File: src/rtl/io_uart_in_pkg.sv
// IO map for the UART receive block: word addresses and register bit positions,
// shared with firmware headers and the io_uart_out address checks.
package io_uart_in_pkg;

    localparam logic [13:0] IO_ADR_RXDATA = 14'h3F04;   // byte 0xFC10
    localparam logic [13:0] IO_ADR_RXSTAT = 14'h3F05;   // byte 0xFC14
    localparam logic [13:0] IO_ADR_RXCTRL = 14'h3F06;   // byte 0xFC18

    localparam int STAT_NEMPTY  = 0;
    localparam int STAT_FULL    = 1;
    localparam int STAT_OVR     = 2;
    localparam int STAT_CNT_LSB = 8;

    localparam int CTRL_IRQ_EN  = 0;
    localparam int CTRL_OVR_CLR = 1;
    localparam int CTRL_FLUSH   = 2;

    localparam int RXDATA_VALID = 8;

    function automatic logic [31:0] rxstat_word(input logic [7:0] cnt, input logic ovr,
                                                input logic full, input logic nempty);
        logic [31:0] word;
        word = '0;
        word[STAT_CNT_LSB +: 8] = cnt;
        word[STAT_OVR]          = ovr;
        word[STAT_FULL]         = full;
        word[STAT_NEMPTY]       = nempty;
        return word;
    endfunction

endpackage

File: src/rtl/io_uart_in_sync_fifo_rx.sv
// Receive character FIFO: push/pop/flush with combinational head and occupancy count.
module sync_fifo_rx #(
    parameter int WIDTH      = 8,
    parameter int DEPTH_LOG2 = 4
) (
    input  logic                  clk,
    input  logic                  rst_n,
    input  logic                  i_push,
    input  logic [WIDTH-1:0]      i_din,
    input  logic                  i_pop,
    input  logic                  i_flush,
    output logic [WIDTH-1:0]      o_head,
    output logic [DEPTH_LOG2:0]   o_count,
    output logic [DEPTH_LOG2:0]   o_count_next,
    output logic                  o_full,
    output logic                  o_empty
);
    localparam int DEPTH = 1 << DEPTH_LOG2;

    logic [WIDTH-1:0]      r_mem [DEPTH];
    logic [DEPTH_LOG2-1:0] r_wr_ptr;
    logic [DEPTH_LOG2-1:0] r_rd_ptr;
    logic [DEPTH_LOG2:0]   r_count;
    logic                  w_do_push;
    logic                  w_do_pop;

    assign o_full    = (r_count == (DEPTH_LOG2+1)'(DEPTH));
    assign o_empty   = (r_count == '0);
    assign o_head    = r_mem[r_rd_ptr];
    assign o_count   = r_count;
    assign w_do_pop  = i_pop & ~o_empty;
    // A pop in the same cycle frees the slot a full FIFO needs; a flush discards the push
    assign w_do_push = i_push & (~o_full | w_do_pop) & ~i_flush;

    always_comb begin
        o_count_next = r_count;
        if (i_flush)
            o_count_next = '0;
        else if (w_do_push & ~w_do_pop)
            o_count_next = r_count + 1'b1;
        else if (~w_do_push & w_do_pop)
            o_count_next = r_count - 1'b1;
    end

    always_ff @(posedge clk or negedge rst_n) begin
        if (!rst_n) begin
            r_wr_ptr <= '0;
            r_rd_ptr <= '0;
            r_count  <= '0;
        end else begin
            r_count <= o_count_next;
            if (i_flush) begin
                r_wr_ptr <= '0;
                r_rd_ptr <= '0;
            end else begin
                if (w_do_push) r_wr_ptr <= r_wr_ptr + 1'b1;
                if (w_do_pop)  r_rd_ptr <= r_rd_ptr + 1'b1;
            end
        end
    end

    always_ff @(posedge clk) begin
        if (w_do_push) r_mem[r_wr_ptr] <= i_din;
    end

endmodule

File: src/rtl/io_uart_in.sv
// UART receive buffer on the IO bus: FIFO of RX characters popped by CPU reads,
// status/control registers, level interrupt, and a slot in the read-data daisy chain.
module io_uart_in
    import io_uart_in_pkg::*;
#(
    parameter int          DEPTH_LOG2 = 4,
    parameter logic [13:0] ADR_DATA   = IO_ADR_RXDATA,
    parameter logic [13:0] ADR_STAT   = IO_ADR_RXSTAT,
    parameter logic [13:0] ADR_CTRL   = IO_ADR_RXCTRL
) (
    input  logic        clk,
    input  logic        rst_n,
    input  logic        dma_io_we,
    input  logic [13:0] dma_io_wadr,
    input  logic [31:0] dma_io_wdata,
    input  logic [13:0] dma_io_radr,
    input  logic        dma_io_radr_en,
    input  logic [31:0] dma_io_rdata_in,
    output logic [31:0] dma_io_rdata,
    input  logic [7:0]  uart_rx_char,
    input  logic        uart_rx_we,
    output logic        uart_rx_irq
);
    logic [7:0]          w_head;
    logic [DEPTH_LOG2:0] w_count;
    logic [DEPTH_LOG2:0] w_count_next;
    logic                w_full;
    logic                w_empty;
    logic                w_rd_data;
    logic                w_rd_stat;
    logic                w_rd_ctrl;
    logic                w_ctrl_wr;
    logic                w_pop;
    logic                w_flush;
    logic                w_overrun_set;
    logic                w_irq_en_next;
    logic [31:0]         w_rd_value;
    logic                w_unused;

    logic                r_irq_en;
    logic                r_overrun;
    logic                r_hit;
    logic [31:0]         r_rdata;
    logic                r_irq;

    assign w_rd_data     = dma_io_radr_en & (dma_io_radr == ADR_DATA);
    assign w_rd_stat     = dma_io_radr_en & (dma_io_radr == ADR_STAT);
    assign w_rd_ctrl     = dma_io_radr_en & (dma_io_radr == ADR_CTRL);
    assign w_ctrl_wr     = dma_io_we & (dma_io_wadr == ADR_CTRL);
    assign w_pop         = w_rd_data & ~w_empty;
    assign w_flush       = w_ctrl_wr & dma_io_wdata[CTRL_FLUSH];
    assign w_overrun_set = uart_rx_we & w_full & ~w_pop & ~w_flush;
    assign w_irq_en_next = w_ctrl_wr ? dma_io_wdata[CTRL_IRQ_EN] : r_irq_en;
    assign w_unused      = &{1'b0, dma_io_wdata[31:3]};

    sync_fifo_rx #(
        .WIDTH      (8),
        .DEPTH_LOG2 (DEPTH_LOG2)
    ) u_fifo (
        .clk          (clk),
        .rst_n        (rst_n),
        .i_push       (uart_rx_we),
        .i_din        (uart_rx_char),
        .i_pop        (w_pop),
        .i_flush      (w_flush),
        .o_head       (w_head),
        .o_count      (w_count),
        .o_count_next (w_count_next),
        .o_full       (w_full),
        .o_empty      (w_empty)
    );

    always_comb begin
        w_rd_value = '0;
        if (w_rd_data && !w_empty) begin
            w_rd_value[7:0]          = w_head;
            w_rd_value[RXDATA_VALID] = 1'b1;
        end else if (w_rd_stat) begin
            w_rd_value = rxstat_word(8'(w_count), r_overrun, w_full, ~w_empty);
        end else if (w_rd_ctrl) begin
            w_rd_value[CTRL_IRQ_EN] = r_irq_en;
        end
    end

    always_ff @(posedge clk or negedge rst_n) begin
        if (!rst_n) begin
            r_irq_en  <= 1'b0;
            r_overrun <= 1'b0;
            r_hit     <= 1'b0;
            r_rdata   <= '0;
            r_irq     <= 1'b0;
        end else begin
            r_irq_en <= w_irq_en_next;
            // A new overrun in the clear cycle must not be lost
            if (w_overrun_set)
                r_overrun <= 1'b1;
            else if (w_ctrl_wr && dma_io_wdata[CTRL_OVR_CLR])
                r_overrun <= 1'b0;
            r_hit   <= w_rd_data | w_rd_stat | w_rd_ctrl;
            r_rdata <= w_rd_value;
            r_irq   <= w_irq_en_next & (w_count_next != '0);
        end
    end

    assign dma_io_rdata = r_hit ? r_rdata : dma_io_rdata_in;
    assign uart_rx_irq  = r_irq;

endmodule

File: config.mk
export PLATFORM = sky130hd
export DESIGN_NAME = io_uart_in
export DESIGN_NICKNAME = d
export VERILOG_FILES = /design/src/rtl/io_uart_in_pkg.sv /design/src/rtl/io_uart_in_sync_fifo_rx.sv /design/src/rtl/io_uart_in.sv
export SDC_FILE = /design/constraint.sdc
export NUM_CORES = 1
export LEC_CHECK = 0
export CAP_MARGIN = 0
export CELL_PAD_IN_SITES_DETAIL_PLACEMENT = 1
export CELL_PAD_IN_SITES_GLOBAL_PLACEMENT = 1
export CORE_AREA = 3 3 178 163
export DETAILED_ROUTE_END_ITERATION = 7
export DIE_AREA = 0 0 181 166
export HOLD_SLACK_MARGIN = 0.08
export MAX_ROUTING_LAYER = met4
export PLACE_DENSITY = 0.6
export SLEW_MARGIN = 20
export SYNTH_ARGS = -nofsm -noshare
export SYNTH_HDL_FRONTEND = slang
export SYNTH_SLANG_ARGS = --single-unit
File: constraint.sdc
create_clock -name clk -period 7.18 [get_ports clk]
set_input_delay 1.436 -clock clk [delete_from_list [all_inputs] [get_ports clk]]
set_output_delay 1.436 -clock clk [all_outputs]
set_load 0.1 [all_outputs]
**Word level (Yosys, flattened, before mapping)**

Memories as Yosys holds them, arrays and structs flattened.
Cells that the tools add are included.

- Add/subtract/negate cells: 4
- Eq/ne operators: 5
- Muxes and demuxes: 18
- Bitwise gates (word level): 24
- Reduce and logical (&&, ||, !) cells: 8

Operators with widths:

| operator | number |
|---|---|
| $eq 14x14->1 const B | 4 |
| $mux 32 | 1 |
| $mux 23 | 1 |
| $mux 4 | 4 |
| $and 1x1->1 | 15 |
| $mux 5 | 3 |
| $mux 12 | 1 |
| $mux 9 | 1 |
| $add 4x1->4 const B | 2 |
| $mux 1 | 7 |
| $not 1->1 | 6 |
| $reduce_bool 2->1 | 3 |
| $add 5x1->5 const B | 1 |
| $eq 5x5->1 const B | 1 |
| $logic_not 5->1 | 1 |
| $reduce_bool 5->1 | 1 |
| $sub 5x1->5 const B | 1 |
| $or 1x1->1 | 3 |
| $logic_and 1x1->1 | 2 |
| $logic_not 1->1 | 1 |

- Bits in registers: 49
- Memory bits (writable): 128
- Input bits: 105
- Output and inout bits: 33
- Logic and storage cells: 68
- Memories kept: 1

Memory list:

| memory | depth | bits a word | rd ports | clocked after Yosys merged registers in | wr ports | line | text |
|---|---|---|---|---|---|---|---|
| u_fifo.r_mem | 16 | 8 | 1 | 0 | 1 | io_uart_in_sync_fifo_rx.sv:20 | `logic [WIDTH-1:0] r_mem [DEPTH];` |

**Depth between registers and ports, before layout**

Gate-level depths: netlist of run 1.

- Depth after elaboration: 14
- Mapped depth: 10
- Depth with buffers taken out: 9

**Modules after synthesis**

A second synthesis of run 1 with hierarchy kept.

- Cells, all modules: 414
- Area total of the unflattened synthesis: 6,815.3 sq um

Modules (own cells, without submodules):

| module | instances | cells an instance | area each (sq um) | seq. area each (sq um) |
|---|---|---|---|---|
| sync_fifo_rx | 1 | 322 | 5,803.1 | 4,169.0 |
| io_uart_in | 1 | 92 | 1,012.2 | 425.4 |

**Worst setup path before layout of run 1**

OpenSTA, ideal clock, no wires.

- Path type: input to output
- Start: in dma_io_rdata_in[13]
- End: out dma_io_rdata[13]
- Data arrival time: 2,770 ps
- Data required time: 5,744 ps
- Slack: 2,974 ps
- Cell stages on the path: 1
- Path buffers: 0
- Path through: nor2b_1

- Word-level cells in the longest chain between the ends: 1

Ends and longest elaborated chain:

| what | line | text |
|---|---|---|
| start, declared | io_uart_in.sv:18 | `input logic [31:0] dma_io_rdata_in,` |
| $mux 32 | io_uart_in.sv:105 | `assign dma_io_rdata = r_hit ? r_rdata : dma_io_rdata_in;` |
| end, declared | io_uart_in.sv:19 | `output logic [31:0] dma_io_rdata,` |

No other way between the ends.

**Worst setup path in the final report of run 1**

- Start: in dma_io_radr[1]
- End: mem u_fifo.r_mem[13][2], enable pin

- Word-level cells in the longest chain between the ends: 9

Ends and longest elaborated chain:

| what | line | text |
|---|---|---|
| start, declared | io_uart_in.sv:16 | `input logic [13:0] dma_io_radr,` |
| $eq 14x14->1 | io_uart_in.sv:46 | `assign w_rd_data = dma_io_radr_en & (dma_io_radr == ADR_DATA);` |
| $and 1x1->1 | io_uart_in.sv:46 |  |
| $and 1x1->1 | io_uart_in.sv:50 | `assign w_pop = w_rd_data & ~w_empty;` |
| $and 1x1->1 | io_uart_in_sync_fifo_rx.sv:31 | `assign w_do_pop = i_pop & ~o_empty;` |
| $or 1x1->1 | io_uart_in_sync_fifo_rx.sv:33 | `assign w_do_push = i_push & (~o_full \| w_do_pop) & ~i_flush;` |
| $and 1x1->1 (2 in series) | io_uart_in_sync_fifo_rx.sv:33 |  |
| $mux 1 | io_uart_in_sync_fifo_rx.sv:63 | `if (w_do_push) r_mem[r_wr_ptr] <= i_din;` |
| $mux 1 (implied by the code) | io_uart_in_sync_fifo_rx.sv:63 |  |
| end, declared | io_uart_in_sync_fifo_rx.sv:20 |  |

No other way between the ends.

==> flow_summary.ini, run 1 <==
[status]
status = finished, final reports clean

[finish]
nets = 621
final_core_util_pct = 32.9
final_cells = 875
drive_above_1_share_pct = 20.5
area_growth_pct = 31.2
n_fill_cell = 2770
fin_area_sq_um = 8890
num_antenna_cells = 0

[timing]
worst_slew_pin_slew_ns = 1.07
slew_headroom_pct = 28.1
skew_ns = 0.0107
fmax_ghz = 0.213
tns_ns = 0
report.final.slew_viol_count = 0
grt_setup_unrepaired = no
post-route-min-period_ns = 4.69
setup_viol = 0
fin_crit_sh_pct = 65.4
hold_viol = 0

[setup_path]
r2r_cells = 8
reg2reg_to = u_fifo.r_mem[13][2]
cp_cell_sequence = clkdlybuf4s50_1 > nor4_1 > and4_1 > or2_1 > nand4_1 > or2_1 > nor2_1
crit_path_top_delay_cell = nor2_1
critPathLaunchType = primary input
crit_fanout = 10
critical_path.top_delay_family = simple AND/OR/NAND/NOR gates
cp_num_buf_inv = 1
path_class = primary input to flip-flop
cpMostUsedCell = or2_1
end_kind = flip-flop
reg2reg_from = u_fifo.o_count[1]
arrival_ns = 4.73
r2r_setup_slack_ns = 3.86
crit_required_ns = 7.22
slowest_delay_ns = 0.82

[global_routing]
antenna_found_initial = 0
grt_max_degree = 36
grt_remaining_overflow = 0
grtUsageTotal_pct = 11.4
grt_pass1_wl_um = 25300
first_global_vias = 4249

[worst_hold_path]
hold_start = r_overrun
whs_endpoint = r_overrun
min_path_type = flip-flop to flip-flop
worstHoldPathCells = 2

[clocking]
cts_max_level = 4
clk_pin_slew_ns = 0.06
clkSinkCount = 158
post_cts_buffers = 0
clockBufferDepth = 2
holdBufCountCts = 0
insertion_delay_ns = 0.43
post_cts_resize_count = 0
cts_tree = done
numCtsBuffers = 17
cts_root_buffer = clkbuf_16

[logic_synthesis]
ys_seq_area_share_pct = 67.8
synth-edff-count = 128
syn_inst = 394
synth_ff_type = edfxtp_1
avgSynthCellArea_sq_um = 17.2
synth_cell_type_count = 48
synth_nets = 507
synth-seq-cells = 158
syn_area_sq_um = 6780
yosysWarnings = 0
ys_async_sr_fraction_pct = 19.0

[pwr]
swShare_pct = 27.2
netSwitchingPower_uw = 678
leakage_nw = 2.98
p_int_mw = 1.82
clock_power_share_pct = 36.7
fin_total_pwr_mw = 2.49
p_seq_share_pct = 46.4
irDropWorstVdd_mv = 0.152
p_comb_share_pct = 16.9
cellPowerDensity_nw_per_um2 = 280

[place]
dpl.hpwl_um = 11200
dpl-instance-area_sq_um = 8280
gp_congestion = 0.773
port_buffers = 108
place_inst = 843

[floorplan]
die_w_um = 181
fp.coreArea_sq_um = 27000
start_util_pct = 25.1
num_rows = 57
die_area_sq_um = 30000
ios = 138
dieHeight_um = 166

[detailed_routing]
drt_iter0_markers = 301
drt-vias-per-instance = 4.46
ant_nets = 0
wl_per_cell_um = 19.0
drc = 0
num_vias = 3901
firstDrtPassIters = 6
drt_wl_total_um = 16600

[flow_run]
maxCapViolations = 0
## stage by stage
stage | setup slack (ns) | hold slack, ns
3_3_place_gp | 2.27 | 0.552
3_5_place_dp | 1.94 | 0.552
4_1_cts | 2.38 | 0.566
2_1_floorplan | 2.97 | 0.448
5_1_grt | 2.27 | 0.599
6_report | 2.49 | 0.537
## kinds of logic (layout without fill, tap and decap cells)
| group | after synthesis | in the layout | synth area share [%] |
|---|---|---|---|
| flops | 158 | 158 | 67.8 |
| fa+ha+maj | 8 | 8 | 1.48 |
| xor+xnor | 8 | 8 | 1.03 |
| compound gates | 24 | 24 | 2.34 |
| buf+inv | 36 | 163 | 2.44 |
| mux | 54 | 54 | 15.6 |
| simple gates | 106 | 106 | 9.34 |
## how the worst max path moves through the flow
| stage | start | to | slack [ns] | cells past startpoint |
|---|---|---|---|---|
| after floorplan | dma_io_rdata_in[13] | dma_io_rdata[13] | 2.97 | 1 |
| after global placement | dma_io_radr[1] | u_fifo.r_mem[12][4] | 2.27 | 7 |
| after detailed placement | dma_io_radr[1] | u_fifo.r_mem[14][4] | 1.94 | 7 |
| after CTS | dma_io_radr[1] | u_fifo.r_mem[14][2] | 2.38 | 7 |
| after global routing | dma_io_radr[1] | u_fifo.r_mem[15][4] | 2.27 | 7 |
| final | dma_io_radr[1] | u_fifo.r_mem[13][2] | 2.49 | 7 |
## Yosys cell counts, drive strengths merged, types with 6 or more instances
library cell,count,area [sq um]
nand3,6,30.0
xnor2,6,52.6
mux2,13,146
dfrtp,30,751
mux4,40,901
and3,6,37.5
nor2b,20,125
nor4,11,68.8
a21oi,9,45.0
ha,8,100
o21ai,7,35.0
clkbuf,12,46.3
edfxtp,128,3840
nor3,7,35.0
buf,11,70.1
nand2,13,48.8
and2,8,53.8
nor2,13,48.8
inv,13,48.8
## registers in the layout, indices dropped and copies added (netlist names)
register	count
r_rdata	13
uart_rx_irq	1
r_hit	1
u_fifo.o_count	5
r_overrun	1
u_fifo.r_wr_ptr	4
u_fifo.r_rd_ptr	4
u_fifo.r_mem	128
r_irq_en	1
## worst register-to-register path, cell delays in order (launching register included)
cell and delay (ns):
dfrtp_1 0.41, inv_1 0.13, ha_1 0.22, nor3b_1 0.16, nand2_1 0.10, or2_1 0.34, nand4_1 0.35, or2_1 0.39
nor2_1 0.82
## final cells by class
| cell class | instances | area [sq um] | share of cell area [%] |
|---|---|---|---|
| Clock buffer | 23 | 468 | 5.26 |
| Inverter | 13 | 48.8 | 0.549 |
| Clock inverter | 9 | 135 | 1.52 |
| Multi-Input combinational cell | 200 | 2040 | 23.0 |
| Timing Repair Buffer | 118 | 1160 | 13.0 |
| Tap cell | 354 | 443 | 4.98 |
| Sequential cell | 158 | 4600 | 51.7 |
## cell usage in the layout, fill, tap and decap left out, types with 3 or more instances in the layout
cell / Yosys / layout
nand4_1: 4 / 4
nor2_1: 13 / 12
mux2_2: 13 / 13
clkdlybuf4s50_1: 0 / 108
dfrtp_1: 30 / 27
clkinvlp_4: 0 / 3
and3_1: 6 / 6
dfrtp_2: 0 / 3
bufinv_16: 0 / 3
nor2b_1: 20 / 20
nor4_1: 11 / 11
nor3_2: 0 / 4
inv_1: 13 / 13
nand2_1: 13 / 13
nand3_1: 6 / 6
nor3_1: 7 / 3
and2_1: 6 / 6
o21ai_0: 7 / 7
xnor2_1: 6 / 6
edfxtp_1: 128 / 128
ha_1: 8 / 8
a21oi_1: 9 / 9
clkbuf_16: 0 / 17
clkbuf_1: 11 / 4
buf_4: 0 / 10
mux4_2: 40 / 40
## power by group through the flow
stage	sequential, mW	combinational, mW	clock [mW]
floorplan	1.14	0.285	0
global placement	1.17	0.408	0
detailed placement	1.18	0.422	0
CTS	1.16	0.424	0.936
global route	1.17	0.456	0.976
finish	1.16	0.420	0.916
## layer usage
layer	share of wire [%]	wire length [um]	global-route usage [%]	vias up
met4	0.82	136	3.28	0
met1	42	7050	13.9	1999
met5	0	0	-	-
met3	6.2	1030	3.09	10
li1	-	-	-	1767
met2	51	8390	18.8	125
(Power assumes the default switching activity.)
==> run 2: changes to the inputs <==
--- a/config.mk
+++ b/config.mk
@@ -13,7 +13,7 @@
 export DIE_AREA = 0 0 181 166
 export HOLD_SLACK_MARGIN = 0.08
 export MAX_ROUTING_LAYER = met4
-export PLACE_DENSITY = 0.6
+export PLACE_DENSITY = 0.62
 export SLEW_MARGIN = 20
 export SYNTH_ARGS = -nofsm -noshare
 export SYNTH_HDL_FRONTEND = slang
==> constraint.sdc (replaced) <==
create_clock -name clk -period 4.2 [get_ports clk]
set_input_delay 0.84 -clock clk [delete_from_list [all_inputs] [get_ports clk]]
set_output_delay 0.84 -clock clk [all_outputs]
set_load 0.1 [all_outputs]
==> run 2 against run 1 <==
  * Critical path depth unchanged
  * Register-to-register slack got worse by 2.4 ns
  * Clock-buffer cell count decreased by 3
  * Die area unchanged
  * Critical endpoint is now u_fifo.r_mem[1][6]
  * Highest routed layer unchanged
==> flow_summary.ini, run 2 (same netlist as run 1, synthesis figures left out) <==
[status]
status = finished, final reports clean

[timing]
hold_ws_ns = 0.566
post-route-min-period_ns = 3.22
worst_slew_pin_slew_ns = 1.04
tns_ns = 0
grt_setup_unrepaired = no
slew_headroom_pct = 30.6
fmax_ghz = 0.310
skew_ns = 0.00633
fin_crit_sh_pct = 76.7
hold_viol = 0
setup_viol = 0
report.final.slew_viol_count = 0

[finish]
nets = 631
num_antenna_cells = 0
drive_above_1_share_pct = 26.8
final_cells = 884
seqCellArea_sq_um = 4600
n_fill_cell = 2810
area_growth_pct = 29.9
regMostFlops = u_fifo.r_mem
final_core_util_pct = 32.6
largest_register_ff_count = 128
mostFrequentLayoutCell = edfxtp_1
multi_input_comb_area_sq_um = 2020
layout_common_cells = 128 x edfxtp_1, 76 x clkdlybuf4s50_1, 52 x buf_4, 40 x mux4_2, 28 x dfrtp_1

[detailed_routing]
firstDrtPassIters = 4
wl_per_cell_um = 17.5
num_vias = 3889
drt-vias-per-instance = 4.40
drt_wl_total_um = 15500
drc = 0
ant_nets = 0
drt_iter0_markers = 258

[pwr]
irDropWorstVdd_mv = 0.276
leakage_nw = 3.04
cellPowerDensity_nw_per_um2 = 466

[clocking]
numCtsBuffers = 17
insertion_delay_ns = 0.42
clockBufferDepth = 2
cts_tree = done
cts_max_level = 4
post_cts_resize_count = 0
cts_root_buffer = clkbuf_16
clk_pin_slew_ns = 0.06
clkSinkCount = 158
post_cts_buffers = 0
holdBufCountCts = 0

[place]
port_buffers = 108
gp_congestion = 0.846
place_inst = 853
dpl.hpwl_um = 11200

[global_routing]
grtUsageTotal_pct = 10.7
grt_remaining_overflow = 0
first_global_vias = 4276
grt_pass1_wl_um = 24300
antenna_found_initial = 0
grt_max_degree = 36

[setup_path]
critPathLaunchType = primary input
timing.critical_path.from = dma_io_radr[1]
reg2reg_to = uart_rx_irq
path_class = primary input to flip-flop
crit_required_ns = 4.33
r2r_setup_slack_ns = 1.44
r2r_cells = 10
reg2reg_from = u_fifo.o_count[0]
arrival_ns = 3.35
end_kind = flip-flop
crit_fanout = 10

[flow_run]
maxCapViolations = 0

[floorplan]
num_rows = 57
ios = 138
fp.coreArea_sq_um = 27000
start_util_pct = 25.1
die_w_um = 181
dieHeight_um = 166
die_area_sq_um = 30000

[worst_hold_path]
hold_start = r_irq_en
min_path_type = flip-flop to flip-flop
worstHoldPathCells = 2
whs_endpoint = r_irq_en
[run 2: changes by cell type in the layout (fill, tap and decap cells not counted), sizes merged, moves of 2 or more]
cell,delta
clkdlybuf4s50,-32
bufinv,-2
buf,+42
clkbuf,-3
inv,+4
[run 2: stage by stage]
stage	area, sq um	setup WS, ns	power (mW)
2_1_floorplan	6780	1.04	2.44
5_1_grt	8810	0.822	4.29
6_report	8810	0.979	4.11
4_1_cts	8810	0.981	4.15
3_5_place_dp	8260	0.574	2.71
3_3_place_gp	8260	0.677	2.68
[run 2: layer usage]
metal	vias to the layer above	share of wire (%)	track usage [%]
met5	-	0	-
met4	0	1.1	3.11
met3	17	5.3	2.98
met2	123	47	16.7
met1	1961	47	13.8
li1	1788	-	-
[run 2: cell type report]
type / instances / area share (%)
Clock buffer: 20 / 4.96
Clock inverter: 11 / 1.25
Inverter: 13 / 0.554
Multi-Input combinational cell: 200 / 22.9
Sequential cell: 158 / 52.2
Tap cell: 354 / 5.03
Timing Repair Buffer: 128 / 13.1
[run 2: power by group]
part / internal (mW) / switching [mW]
Combinational: 0.273 / 0.437
Clock: 0.819 / 0.604
Sequential: 1.87 / 0.108
Total: 2.96 / 1.15
[run 2: how the worst max path moves through the flow]
stage                               endpoint  slack (ns)  cells past startpoint
after CTS                 u_fifo.r_mem[3][6]        0.98                      7
after global routing      u_fifo.r_mem[1][2]        0.82                      7
after global placement    u_fifo.r_mem[0][4]        0.68                      7
after detailed placement  u_fifo.r_mem[1][4]        0.57                      7
after floorplan           u_fifo.r_mem[3][0]        1.04                      7
final                     u_fifo.r_mem[1][6]        0.98                      7
[run 2: critical path, cell delays in order]
cell and delay, ns:
clkdlybuf4s50_1 0.51, nor4_1 0.28, and4_1 0.45, or2_1 0.25
nand3_1 0.27, nor4_1 0.46, buf_4 0.28
==> run 3: changes to the inputs <==
--- a/config.mk
+++ b/config.mk
@@ -13,7 +13,7 @@
 export DIE_AREA = 0 0 181 166
 export HOLD_SLACK_MARGIN = 0.08
 export MAX_ROUTING_LAYER = met4
-export PLACE_DENSITY = 0.62
+export PLACE_DENSITY = 0.6
 export SLEW_MARGIN = 20
 export SYNTH_ARGS = -nofsm -noshare
 export SYNTH_HDL_FRONTEND = slang
==> constraint.sdc (replaced) <==
create_clock -name clk -period 3.24 [get_ports clk]
set_input_delay 0.648 -clock clk [delete_from_list [all_inputs] [get_ports clk]]
set_output_delay 0.648 -clock clk [all_outputs]
set_load 0.1 [all_outputs]
==> run 3 against run 2 <==
  * Clock power increased by 56%
  * Sequential cell count did not move
  * Clock skew increased by 0.0041 ns
  * Global-route usage up 1.0 points
  * Design area grew 2.3%
  * Cell count grew 1.4%
  * Sequential power rose by 29%
  * Critical endpoint is now u_fifo.r_mem[12][0]
  * Hold slack got worse by 0.051 ns
  * Setup slack got worse by 0.43 ns
==> flow_summary.ini, run 3 (same netlist as run 1, synthesis figures left out) <==
[place]
dpl-instance-area_sq_um = 8350
gp_congestion = 0.804
place_inst = 864
dpl.hpwl_um = 11700
port_buffers = 108
pre_cts_ws_ns = 0.119

[timing]
post-route-min-period_ns = 2.69
setup_ws_ns = 0.548
setup_viol = 0
report.final.slew_viol_count = 0
fmax_ghz = 0.371
tns_ns = 0
hold_viol = 0
grt_setup_unrepaired = no
fin_crit_sh_pct = 83.1
skew_ns = 0.0104
worst_slew_pin_slew_ns = 0.835
slew_headroom_pct = 44.3

[global_routing]
antenna_found_initial = 0
first_global_vias = 4450
grt_max_degree = 36
grt_remaining_overflow = 0
grt_pass1_wl_um = 26400
grtUsageTotal_pct = 11.8

[setup_path]
end_kind = flip-flop
arrival_ns = 2.82
crit_fanout = 8
critPathLaunchType = primary input
r2r_setup_slack_ns = 0.60
path_class = primary input to flip-flop
crit_required_ns = 3.36

[clocking]
clk_pin_slew_ns = 0.06
clkSinkCount = 158
numCtsBuffers = 17
cts_max_level = 4
post_cts_resize_count = 0
cts_root_buffer = clkbuf_16
post_cts_buffers = 0
clockBufferDepth = 2
holdBufCountCts = 0
cts_tree = done
insertion_delay_ns = 0.42

[detailed_routing]
drt_iter0_markers = 278
ant_nets = 0
wl_per_cell_um = 18.8
drt-vias-per-instance = 4.51
drt_wl_total_um = 16900
firstDrtPassIters = 5
num_vias = 4040
drc = 0

[status]
status = finished, final reports clean

[floorplan]
num_rows = 57
dieHeight_um = 166
ios = 138
die_w_um = 181
fp.coreArea_sq_um = 27000
die_area_sq_um = 30000
start_util_pct = 25.1

[finish]
nets = 642
regMostFlops = u_fifo.r_mem
fin_area_sq_um = 9010
layout_common_cells = 128 x edfxtp_1, 75 x clkdlybuf4s50_1, 63 x buf_4, 40 x mux4_2, 29 x dfrtp_1
mostFrequentLayoutCell = edfxtp_1
final_cells = 896
drive_above_1_share_pct = 29.0
area_growth_pct = 32.9
final_core_util_pct = 33.3
n_fill_cell = 2759
num_antenna_cells = 0
largest_register_ff_count = 128

[pwr]
cellPowerDensity_nw_per_um2 = 634
irDropWorstVdd_mv = 0.438
leakage_nw = 3.16

[flow_run]
maxCapViolations = 0

[worst_hold_path]
min_path_type = flip-flop to flip-flop
## run 3: cell count changes in the layout (fill, tap and decap cells not counted), moves of 2 or more
cell	change
buf_4	+11
bufinv_16	+4
clkbuf_1	-2
clkinv_4	-2
inv_8	+2
## run 3: final timing paths
check | from | endpoint | depth (start not counted)
setup / recovery | dma_io_radr[3] | u_fifo.r_mem[12][0] | 8
hold / removal | r_overrun | r_overrun | 2
setup reg to reg | u_fifo.o_count[1] | uart_rx_irq | 10
hold reg to reg | r_overrun | r_overrun | 2
max in group asynchronous | rst_n | r_rdata[11] | 2
min in group asynchronous | rst_n | u_fifo.o_count[2] | 1
## run 3: power breakdown
group,leakage [nW],switching (mW),total (mW),internal (mW)
clock network,0.320,0.836,2.22,1.39
registers,1.55,0.138,2.56,2.42
logic,1.29,0.573,0.930,0.357
## run 3: per-stage QoR
stage / power, mW / hold slack, ns
2_1_floorplan: 3.16 / 0.352
3_3_place_gp: 3.49 / 0.491
3_5_place_dp: 3.54 / 0.512
4_1_cts: 5.78 / 0.527
5_1_grt: 5.96 / 0.561
6_report: 5.71 / 0.515
## run 3: final cells by class
class	count	area, sq um	area share, %
timing repair buffer	139	1240	13.8
sequential	158	4600	51.0
inverter	13	48.8	0.542
clock buffer	18	429	4.76
tap	354	443	4.92
multi-input combinational	200	2020	22.4
clock inverter	14	229	2.54
## run 3: routing by layer
layer / GRT usage [%] / vias up / routed length [um]
met4: 2.78 / 0 / 81
met3: 3.11 / 12 / 1110
met1: 15.0 / 2054 / 7220
li1: - / 1815 / -
met2: 18.9 / 159 / 8450
met5: - / - / 0
## run 3: critical path, stage by stage
cell and delay [ns]:
clkdlybuf4s50_1 0.44, nor4b_4 0.32, and4_1 0.24, or2_1 0.24, nand4_1 0.23, or2_1 0.34, nor2_1 0.13, buf_4 0.21
